**config.mk**
```make
export PLATFORM = sky130hd
export DESIGN_NAME = adc_channel_sequencer
export DESIGN_NICKNAME = d
export VERILOG_FILES = /design/src/rtl/adc_seq_pkg.sv /design/src/rtl/adc_scaler.sv /design/src/rtl/adc_channel_sequencer.sv
export SDC_FILE = /design/constraint.sdc
export NUM_CORES = 1
export LEC_CHECK = 0
export CAP_MARGIN = 20
export CORE_MARGIN = 5
export CORE_UTILIZATION = 30
export CTS_BUF_LIST = sky130_fd_sc_hd__clkbuf_4 sky130_fd_sc_hd__clkbuf_8
export CTS_CLUSTER_DIAMETER = 150
export DETAILED_ROUTE_END_ITERATION = 8
export GPL_ROUTABILITY_DRIVEN = 0
export GPL_TIMING_DRIVEN = 0
export HOLD_SLACK_MARGIN = 0.12
export SYNTH_ARGS = -nofsm -noshare
export SYNTH_HDL_FRONTEND = slang
export SYNTH_SLANG_ARGS = --single-unit
```
**constraint.sdc**
```tcl
create_clock -name clk -period 5 [get_ports clk]
set_input_delay 0.5 -clock clk [delete_from_list [all_inputs] [get_ports clk]]
set_output_delay 0.5 -clock clk [all_outputs]
set_load 0.03 [all_outputs]
```
**src/rtl/adc_seq_pkg.sv**
```systemverilog
// ============================================================================
// Module : adc_seq_pkg
// Brief  : Shared FSM state type and width helpers for the ADC sequencer.
// Rev    : 1.0  initial release
// ============================================================================
`default_nettype none

package adc_seq_pkg;

    typedef enum logic [2:0] {
        S_IDLE   = 3'd0,
        S_SELECT = 3'd1,
        S_SETTLE = 3'd2,
        S_START  = 3'd3,
        S_WAIT   = 3'd4,
        S_SCALE  = 3'd5,
        S_EMIT   = 3'd6
    } state_t;

    function automatic int ch_w(input int num_ch);
        return (num_ch > 1) ? $clog2(num_ch) : 1;
    endfunction

    function automatic int acc_w(input int power);
        return 16 + power;
    endfunction

    function automatic int prod_w(input int scaling_factor);
        return 16 + $clog2(scaling_factor) + 1;
    endfunction

endpackage

`default_nettype wire

```
**src/rtl/adc_scaler.sv**
```systemverilog
// ============================================================================
// Module : adc_scaler
// Brief  : Two-stage multiply/shift converting an averaged code to 0.1 mV.
// Rev    : 1.0  initial release
// ============================================================================
`default_nettype none

module adc_scaler
    import adc_seq_pkg::*;
#(
    parameter int SCALING_FACTOR = 79993,
    parameter int SHIFT_FACTOR   = 19,
    parameter int CH_W           = 2
) (
    input  logic            clk,
    input  logic            reset,
    input  logic            i_valid,
    input  logic [15:0]     i_ave,
    input  logic [CH_W-1:0] i_ch,
    output logic            o_valid,
    output logic [15:0]     o_ave,
    output logic [CH_W-1:0] o_ch,
    output logic [15:0]     o_mv
);

    localparam int             c_PW = prod_w(SCALING_FACTOR);
    localparam logic [c_PW-1:0] c_SF = c_PW'(SCALING_FACTOR);

    logic [c_PW-1:0] r_prod;
    logic [15:0]     r_ave;
    logic [CH_W-1:0] r_ch;
    logic            r_valid;
    logic [15:0]     w_mv;

    assign w_mv = 16'(r_prod >> SHIFT_FACTOR);

    // Average and channel travel alongside the product so all outputs change together.
    always_ff @(posedge clk) begin
        if (!reset) begin
            r_prod  <= '0;
            r_ave   <= '0;
            r_ch    <= '0;
            r_valid <= 1'b0;
            o_valid <= 1'b0;
            o_ave   <= '0;
            o_ch    <= '0;
            o_mv    <= '0;
        end else begin
            r_valid <= i_valid;
            o_valid <= r_valid;
            if (i_valid) begin
                r_prod <= c_PW'(i_ave) * c_SF;
                r_ave  <= i_ave;
                r_ch   <= i_ch;
            end
            if (r_valid) begin
                o_mv  <= w_mv;
                o_ave <= r_ave;
                o_ch  <= r_ch;
            end
        end
    end

endmodule

`default_nettype wire

```
**src/rtl/adc_channel_sequencer.sv**
```systemverilog
// ============================================================================
// Module : adc_channel_sequencer
// Brief  : Round-robin ADC channel sequencer with averaging and mV scaling.
//          Define ADC_SEQ_DISCARD_EN to drop the first conversion of each visit.
// Rev    : 1.0  initial release
// ============================================================================
`default_nettype none

module adc_channel_sequencer
    import adc_seq_pkg::*;
#(
    parameter  int NUM_CH         = 4,
    parameter  int POWER          = 4,
    parameter  int SCALING_FACTOR = 79993,
    parameter  int SHIFT_FACTOR   = 19,
    parameter  int SETTLE_CYCLES  = 16,
    localparam int CH_W           = ch_w(NUM_CH)
) (
    input  logic              clk,
    input  logic              reset,
    input  logic              enable,
    input  logic [NUM_CH-1:0] ch_mask,
    input  logic              adc_ready,
    input  logic [15:0]       adc_data,
    output logic [CH_W-1:0]   adc_channel,
    output logic              adc_convst,
    output logic              result_valid,
    output logic [CH_W-1:0]   result_ch,
    output logic [15:0]       result_ave,
    output logic [15:0]       result_mv,
    output logic              busy
);

    localparam int c_AW = acc_w(POWER);
    localparam int c_CW = POWER + 1;
    localparam int c_SW = $clog2(SETTLE_CYCLES + 1);
    localparam logic [c_CW-1:0] c_NSAMP       = c_CW'(2 ** POWER);
    localparam logic [c_SW-1:0] c_SETTLE_LAST = c_SW'(SETTLE_CYCLES - 1);
`ifdef ADC_SEQ_DISCARD_EN
    localparam logic c_DISCARD = 1'b1;
`else
    localparam logic c_DISCARD = 1'b0;
`endif

    state_t          r_state;
    state_t          w_next;
    logic [CH_W-1:0] r_chan;
    logic            r_have_last;
    logic [c_AW-1:0] r_acc;
    logic [c_CW-1:0] r_cnt;
    logic [c_SW-1:0] r_settle;
    logic            r_ready_d;
    logic            r_discard;
    logic [15:0]     r_ave;
    logic            r_ave_valid;
    logic            w_edge;
    logic            w_convst;
    logic            w_found;
    logic [CH_W-1:0] w_pick;
    int              w_start;
    int              w_idx;

    assign w_edge      = adc_ready & ~r_ready_d;
    assign adc_channel = r_chan;
    assign adc_convst  = w_convst;
    assign busy        = (r_state != S_IDLE);

    // Round-robin search begins one past the last served channel (channel 0 after reset).
    always_comb begin
        w_found = 1'b0;
        w_pick  = '0;
        w_start = r_have_last ? int'(r_chan) + 1 : 0;
        w_idx   = 0;
        for (int k = 0; k < NUM_CH; k++) begin
            w_idx = w_start + k;
            if (w_idx >= NUM_CH) begin
                w_idx = w_idx - NUM_CH;
            end
            if (!w_found && ch_mask[w_idx[CH_W-1:0]]) begin
                w_found = 1'b1;
                w_pick  = w_idx[CH_W-1:0];
            end
        end
    end

    always_comb begin
        w_next   = r_state;
        w_convst = 1'b0;
        unique case (r_state)
            S_IDLE:   if (enable && (|ch_mask)) w_next = S_SELECT;
            S_SELECT: w_next = w_found ? S_SETTLE : S_IDLE;
            S_SETTLE: if (r_settle == c_SETTLE_LAST) w_next = S_START;
            S_START: begin
                w_convst = 1'b1;
                w_next   = S_WAIT;
            end
            S_WAIT: begin
                if (w_edge) begin
                    if (r_discard || (r_cnt + c_CW'(1) != c_NSAMP)) begin
                        w_next = S_START;
                    end else begin
                        w_next = S_SCALE;
                    end
                end
            end
            S_SCALE:  w_next = S_EMIT;
            S_EMIT:   w_next = enable ? S_SELECT : S_IDLE;
            default:  w_next = S_IDLE;
        endcase
    end

    always_ff @(posedge clk) begin
        if (!reset) begin
            r_state     <= S_IDLE;
            r_chan      <= '0;
            r_have_last <= 1'b0;
            r_acc       <= '0;
            r_cnt       <= '0;
            r_settle    <= '0;
            r_ready_d   <= 1'b0;
            r_discard   <= 1'b0;
            r_ave       <= '0;
            r_ave_valid <= 1'b0;
        end else begin
            r_state     <= w_next;
            r_ready_d   <= adc_ready;
            r_ave_valid <= (r_state == S_SCALE);
            unique case (r_state)
                S_SELECT: begin
                    r_acc     <= '0;
                    r_cnt     <= '0;
                    r_settle  <= '0;
                    r_discard <= c_DISCARD;
                    if (w_found) begin
                        r_chan      <= w_pick;
                        r_have_last <= 1'b1;
                    end
                end
                S_SETTLE: r_settle <= r_settle + c_SW'(1);
                S_WAIT: begin
                    if (w_edge) begin
                        if (r_discard) begin
                            r_discard <= 1'b0;
                        end else begin
                            r_acc <= r_acc + c_AW'(adc_data);
                            r_cnt <= r_cnt + c_CW'(1);
                        end
                    end
                end
                S_SCALE:  r_ave <= 16'(r_acc >> POWER);
                default:  ;
            endcase
        end
    end

    adc_scaler #(
        .SCALING_FACTOR (SCALING_FACTOR),
        .SHIFT_FACTOR   (SHIFT_FACTOR),
        .CH_W           (CH_W)
    ) u_scaler (
        .clk     (clk),
        .reset   (reset),
        .i_valid (r_ave_valid),
        .i_ave   (r_ave),
        .i_ch    (r_chan),
        .o_valid (result_valid),
        .o_ave   (result_ave),
        .o_ch    (result_ch),
        .o_mv    (result_mv)
    );

endmodule

`default_nettype wire

```
---- Yosys cells after proc, flatten, opt, wreduce, memory -nomap -nowiden ----
Index checks and enable logic that the tools add are counted.
word-level totals
  bits in registers ....................... 140
  logic and storage cells ................. 107
  output and inout bits ................... 39
  bits of input ports ..................... 24
cells by class
  muxes and demuxes ....................... 38
  $lt $le $gt $ge ......................... 8
  bitwise operators ....................... 2
  add/subtract/negate cells ............... 11
  reductions and logical operators ........ 17
  $mul .................................... 1
  eq/ne operators ......................... 12
operator list
  operator                  count
  $mux W20                  2
  $pmux W20 S2              1
  $mul A16 B17 Y33 const B  1
  $pmux W3 S7               1
  $add A20 B16 Y20          1
  $pmux W5 S2               2
  $mux W2                   9
  $mux W3                   5
  $ge A4 B3 Y1 const B      3
  $lt A2 B3 Y1 const B      4
  $mux W1                   11
  $add A5 B1 Y5 const B     2
  $mux W5                   2
  $eq A3 B3 Y1 const B      3
  $add A3 B2 Y4 const B     2
  $bmux W1 S2               4
  $ne A2 B2 Y1 const B      4
  $sub A2 B1 Y2 const B     4
  $eq A3 B2 Y1 const B      2
  $reduce_and A3 Y1         2
  $eq A5 B4 Y1 const B      1
  $ne A5 B5 Y1 const B      1
  $add A3 B1 Y4 const B     1
  $logic_and A1 B1 Y1       4
  13 further kinds          17

---- Logic depth before layout (Yosys ltp) ----
  word-level depth ........................ 18
  gate-level depth with buffers ........... 20
  gate-level depth less buffers ........... 20

---- Hierarchy ----
A second synthesis with hierarchy kept.
unflattened totals
  cell total of the unflattened synthesis .. 1145
  area total of the unflattened synthesis .. 10381.2 um^2
modules (own cells, without submodules)
  module                 cells an instance  seq. area each (um^2)  area an instance (um^2)  instances
  adc_scaler             715                1321.3                 7063.0                   1
  adc_channel_sequencer  430                1081.0                 3318.2                   1

---- Least setup slack after synthesis ----
No wires, ideal clock.
  path kind ............................... flip-flop to flip-flop
  from .................................... reg r_ave[11]
  to ...................................... reg u_scaler.r_prod[29]
  clock period less this slack ............ 5.263 ns
  arrival time ............................ 5.146 ns
  slack ................................... -0.263 ns
  required time ........................... 4.883 ns
  library setup time ...................... 0.117 ns
  stages on the path, launching flop included .. 19
  cells stage by stage .................... dfxtp_1 -> fa_1 -> ha_1 -> inv_1 -> fa_1 -> inv_1 -> fa_1 -> fa_1 -> inv_1 -> fa_1 -> inv_1 -> ha_1 -> and4_1 -> o211a_1 -> and4_1 -> o21a_1 -> o211a_1 -> o31a_1 -> a32o_1
on the way
  word-level cells in the longest chain between the ends .. 1
ends and longest elaborated chain
  item                    RTL line                      source
  from (decl)             adc_channel_sequencer.sv:54   logic [15:0] r_ave;
  from (signal assigned)  adc_channel_sequencer.sv:150  S_SCALE: r_ave <= 16'(r_acc >> POWER);
  $mul A16 B17 Y33        adc_scaler.sv:52              r_prod <= c_PW'(i_ave) * c_SF;
  to (signal assigned)    adc_scaler.sv:52
  to (decl)               adc_scaler.sv:29              logic [c_PW-1:0] r_prod;
Every way passes these cells.
A chain may end at the register's enable or synchronous reset.

---- Worst setup path in the final report ----
  from .................................... reg r_ave[4]
  to ...................................... reg u_scaler.r_prod[28]
The elaborated chain is that of the path after synthesis.

==> results.cfg <==
[timing]
setup_slack_ns = -0.194
tightest_slew_ns = 1.06
finClkSkew_ns = 0.0139
finalHoldViolCount = 0
tns_ns = -1.45
fmax_ghz = 0.193
min_period_ns = 5.19
period_share = 1.04
setup_viol_count_final = 13
relSlewSlack = 0.295
rsz0062_at_grt = yes
slew_viol_final = 0

[die]
ios = 63
design.die.area_um2 = 36300
start_util = 0.302
fp.dieW_um = 191
coreArea_um2 = 32400
die_h_um = 191
num_rows = 66

[clocking]
cts_buffers = 17
root_buffer = clkbuf_8
clock_latency_ns = 0.45
clock_path_buffers = 2
cts.sinks = 120
ctsHoldBuffers = 0
clkTransAtPathRegs_ns = 0.08
cts_tree = built
cts-htree-levels = 4

[route]
wirelength_um = 24300
post_drt_via_cell_ratio = 4.67
drc = 0
wire_per_inst_um = 14.7
final_antenna_net_count = 0
first_pass_iters = 4
first_iter_violations = 344
vias = 7721

[pwr]
power_mw = 2.08
powerDensity_nw_per_um2 = 174
peakVddDrop_mv = 0.137
p_leak_nw = 5.53

[setup_path]
critPathArrivalTime_ns = 5.52
critPathMaxFanout = 5
worstPathRequired_ns = 5.33
critPathLaunchType = flop
cp-end-kind = flop
path_class = flop to flop

[final_layout]
seq_area_um2 = 2450
final_nets = 1453
fillers = 3319
antennaDiodeCount = 0
final_layout_size_suffix_gt1_frac = 0.119
area_growth_pct = 22.3
multi_input_area_um2 = 6950

[synth]
avgSynthCellArea_um2 = 9.01
yosys.area_share.xor_xnor = 0.0188
synth-compound-area-share = 0.123
yosys_warnings = 0
ys_seq_area_frac = 0.245
synth-main-ff-cell = dfxtp_1
syn_area_um2 = 9790
synth_top_area_cell = dfxtp_1
synth_top_area_frac = 0.245
synth_cells = 1087
ys_ff_latch = 120
synth-simple-area-share = 0.130
yosys.area_share.adder = 0.349
synth_top_family_by_area = adder cells
muxShareOfSynthArea = 0.0562
synth_area_leaders = dfxtp_1, ha_1, fa_1
synth_edf_count = 0
synthArstFlopShare = 0
ys_types = 67

[global_route]
antenna_found_initial = 0
grt_pass1_wl_um = 39800
grt_usage = 0.136
grt_max_degree = 17
overflow = 0
grt_pass1_vias = 7869

[outcome]
status = finished, violations left
violations = setup timing

[placed_design]
post-place-ws_ns = -0.585
port_buffers = 58
dp_hpwl_um = 19100

[hold_path]
hold_path.class = flop to flop

[job]
cap_violations = 0
Yosys cell counts, drive strengths merged (4+ instances only):
master / count
nand3: 37
a211oi: 7
o21ai: 43
dfxtp: 120
and4: 4
or3: 10
and3: 9
nor3: 11
a31oi: 4
nor2b: 8
o21a: 8
nand2b: 5
buf: 12
nor2: 92
nand2: 76
inv: 156
a21oi: 66
a21o: 10
xnor2: 10
xor2: 11
ha: 155
clkbuf: 28
or2: 5
and2: 7
a22oi: 5
mux2i: 55
o211ai: 6
fa: 74
what timing repair did:
item | in CTS | in global routing
setup buffers | 29 | 6
gates resized for setup | 34 | 31
setup endpoints to repair | 14 | 14
pin swaps | 23 | 40
hold endpoints to repair | 0 | 0
layer usage:
metal / track usage / part of all wire / vias to the layer above
li1: - / - / 3900
met5: 0 / 0 / -
met2: 0.239 / 0.50 / 116
met4: 0.0412 / 0.018 / 0
met3: 0.0205 / 0.023 / 24
met1: 0.172 / 0.46 / 3681
stage by stage:
stage,hold slack [ns],cell area (um2),cells,util
3_3_place_gp,0.444,11000,1588,0.339
5_1_grt,0.481,12000,1655,0.370
6_report,0.458,12000,1655,0.370
2_1_floorplan,0.432,9840,1088,-
3_5_place_dp,0.447,11000,1588,0.339
4_1_cts,0.458,11800,1649,0.363
kinds of logic (layout without fill, tap and decap cells):
kind of cell               after synthesis  in the layout
other                                    1              2
AOI/OAI and AO/OA                      188            188
and+or+nand+nor                        276            276
xor gates and xnor gates                21             21
muxes                                   55             55
buffers and inverters                  197            322
adders and majority gates              229            229
DFF                                    120            120
registers in the layout, summed over array words and instances (netlist names):
name and cells:
u_scaler.o_mv 14, r_ave 16, r_acc 20, u_scaler.r_valid 1, u_scaler.r_ch 2, u_scaler.o_ch 2, u_scaler.o_ave 16, u_scaler.r_prod 14
u_scaler.r_ave 16, r_have_last 1, r_ave_valid 1, adc_channel 2, r_cnt 5, u_scaler.o_valid 1, r_ready_d 1, r_settle 5
r_state 3
final timing paths:
check	slack, ns	startpoint	end	cells after the start
setup reg to reg	-0.19	r_ave[4]	u_scaler.r_prod[28]	18
hold reg to reg	0.46	r_acc[0]	r_acc[0]	2
setup / recovery	-0.19	r_ave[4]	u_scaler.r_prod[28]	18
hold / removal	0.46	r_acc[0]	r_acc[0]	2
worst max-delay path, cell delays in order (launching register included):
cell,delay (ns)
dfxtp_4,0.37
fa_2,0.60
buf_6,0.10
fa_1,0.45
ha_4,0.27
fa_1,0.50
fa_1,0.54
inv_1,0.05
fa_1,0.51
inv_2,0.04
ha_4,0.20
and4_4,0.16
o211a_1,0.13
and4_4,0.21
or3_4,0.40
buf_4,0.15
a21oi_2,0.14
xor2_1,0.15
o21ai_0,0.08
where the power goes:
part,switching (mW),internal [mW]
registers,0.00765,0.957
logic,0.128,0.0767
clock network,0.422,0.489
total,0.558,1.52
placed cells by master (no fill, tap or decap), types with 8 or more instances in the layout:
cell / instances
xor2_1: 11
clkdlybuf4s50_1: 58
o21ai_0: 36
a21o_1: 10
clkbuf_1: 28
mux2i_1: 55
inv_1: 150
nor2_1: 92
fa_1: 70
nand3_1: 35
xnor2_1: 9
a21oi_1: 63
nand2_1: 76
ha_1: 137
dfxtp_1: 108
or3_1: 8
buf_4: 38
and3_1: 9
clkbuf_8: 20
dfxtp_4: 12
nor3_1: 11
ha_4: 14
final cells by class:
type	instances	share of cell area
multi-input cells	771	0.581
flip-flops and latches	120	0.204
repair buffers	93	0.0708
inverters	157	0.0492
well taps	442	0.0462
clock buffers	20	0.0230
plain buffers	40	0.0139
clock inverters	12	0.0118
Note: power is estimated with default switching activity, not from simulation.
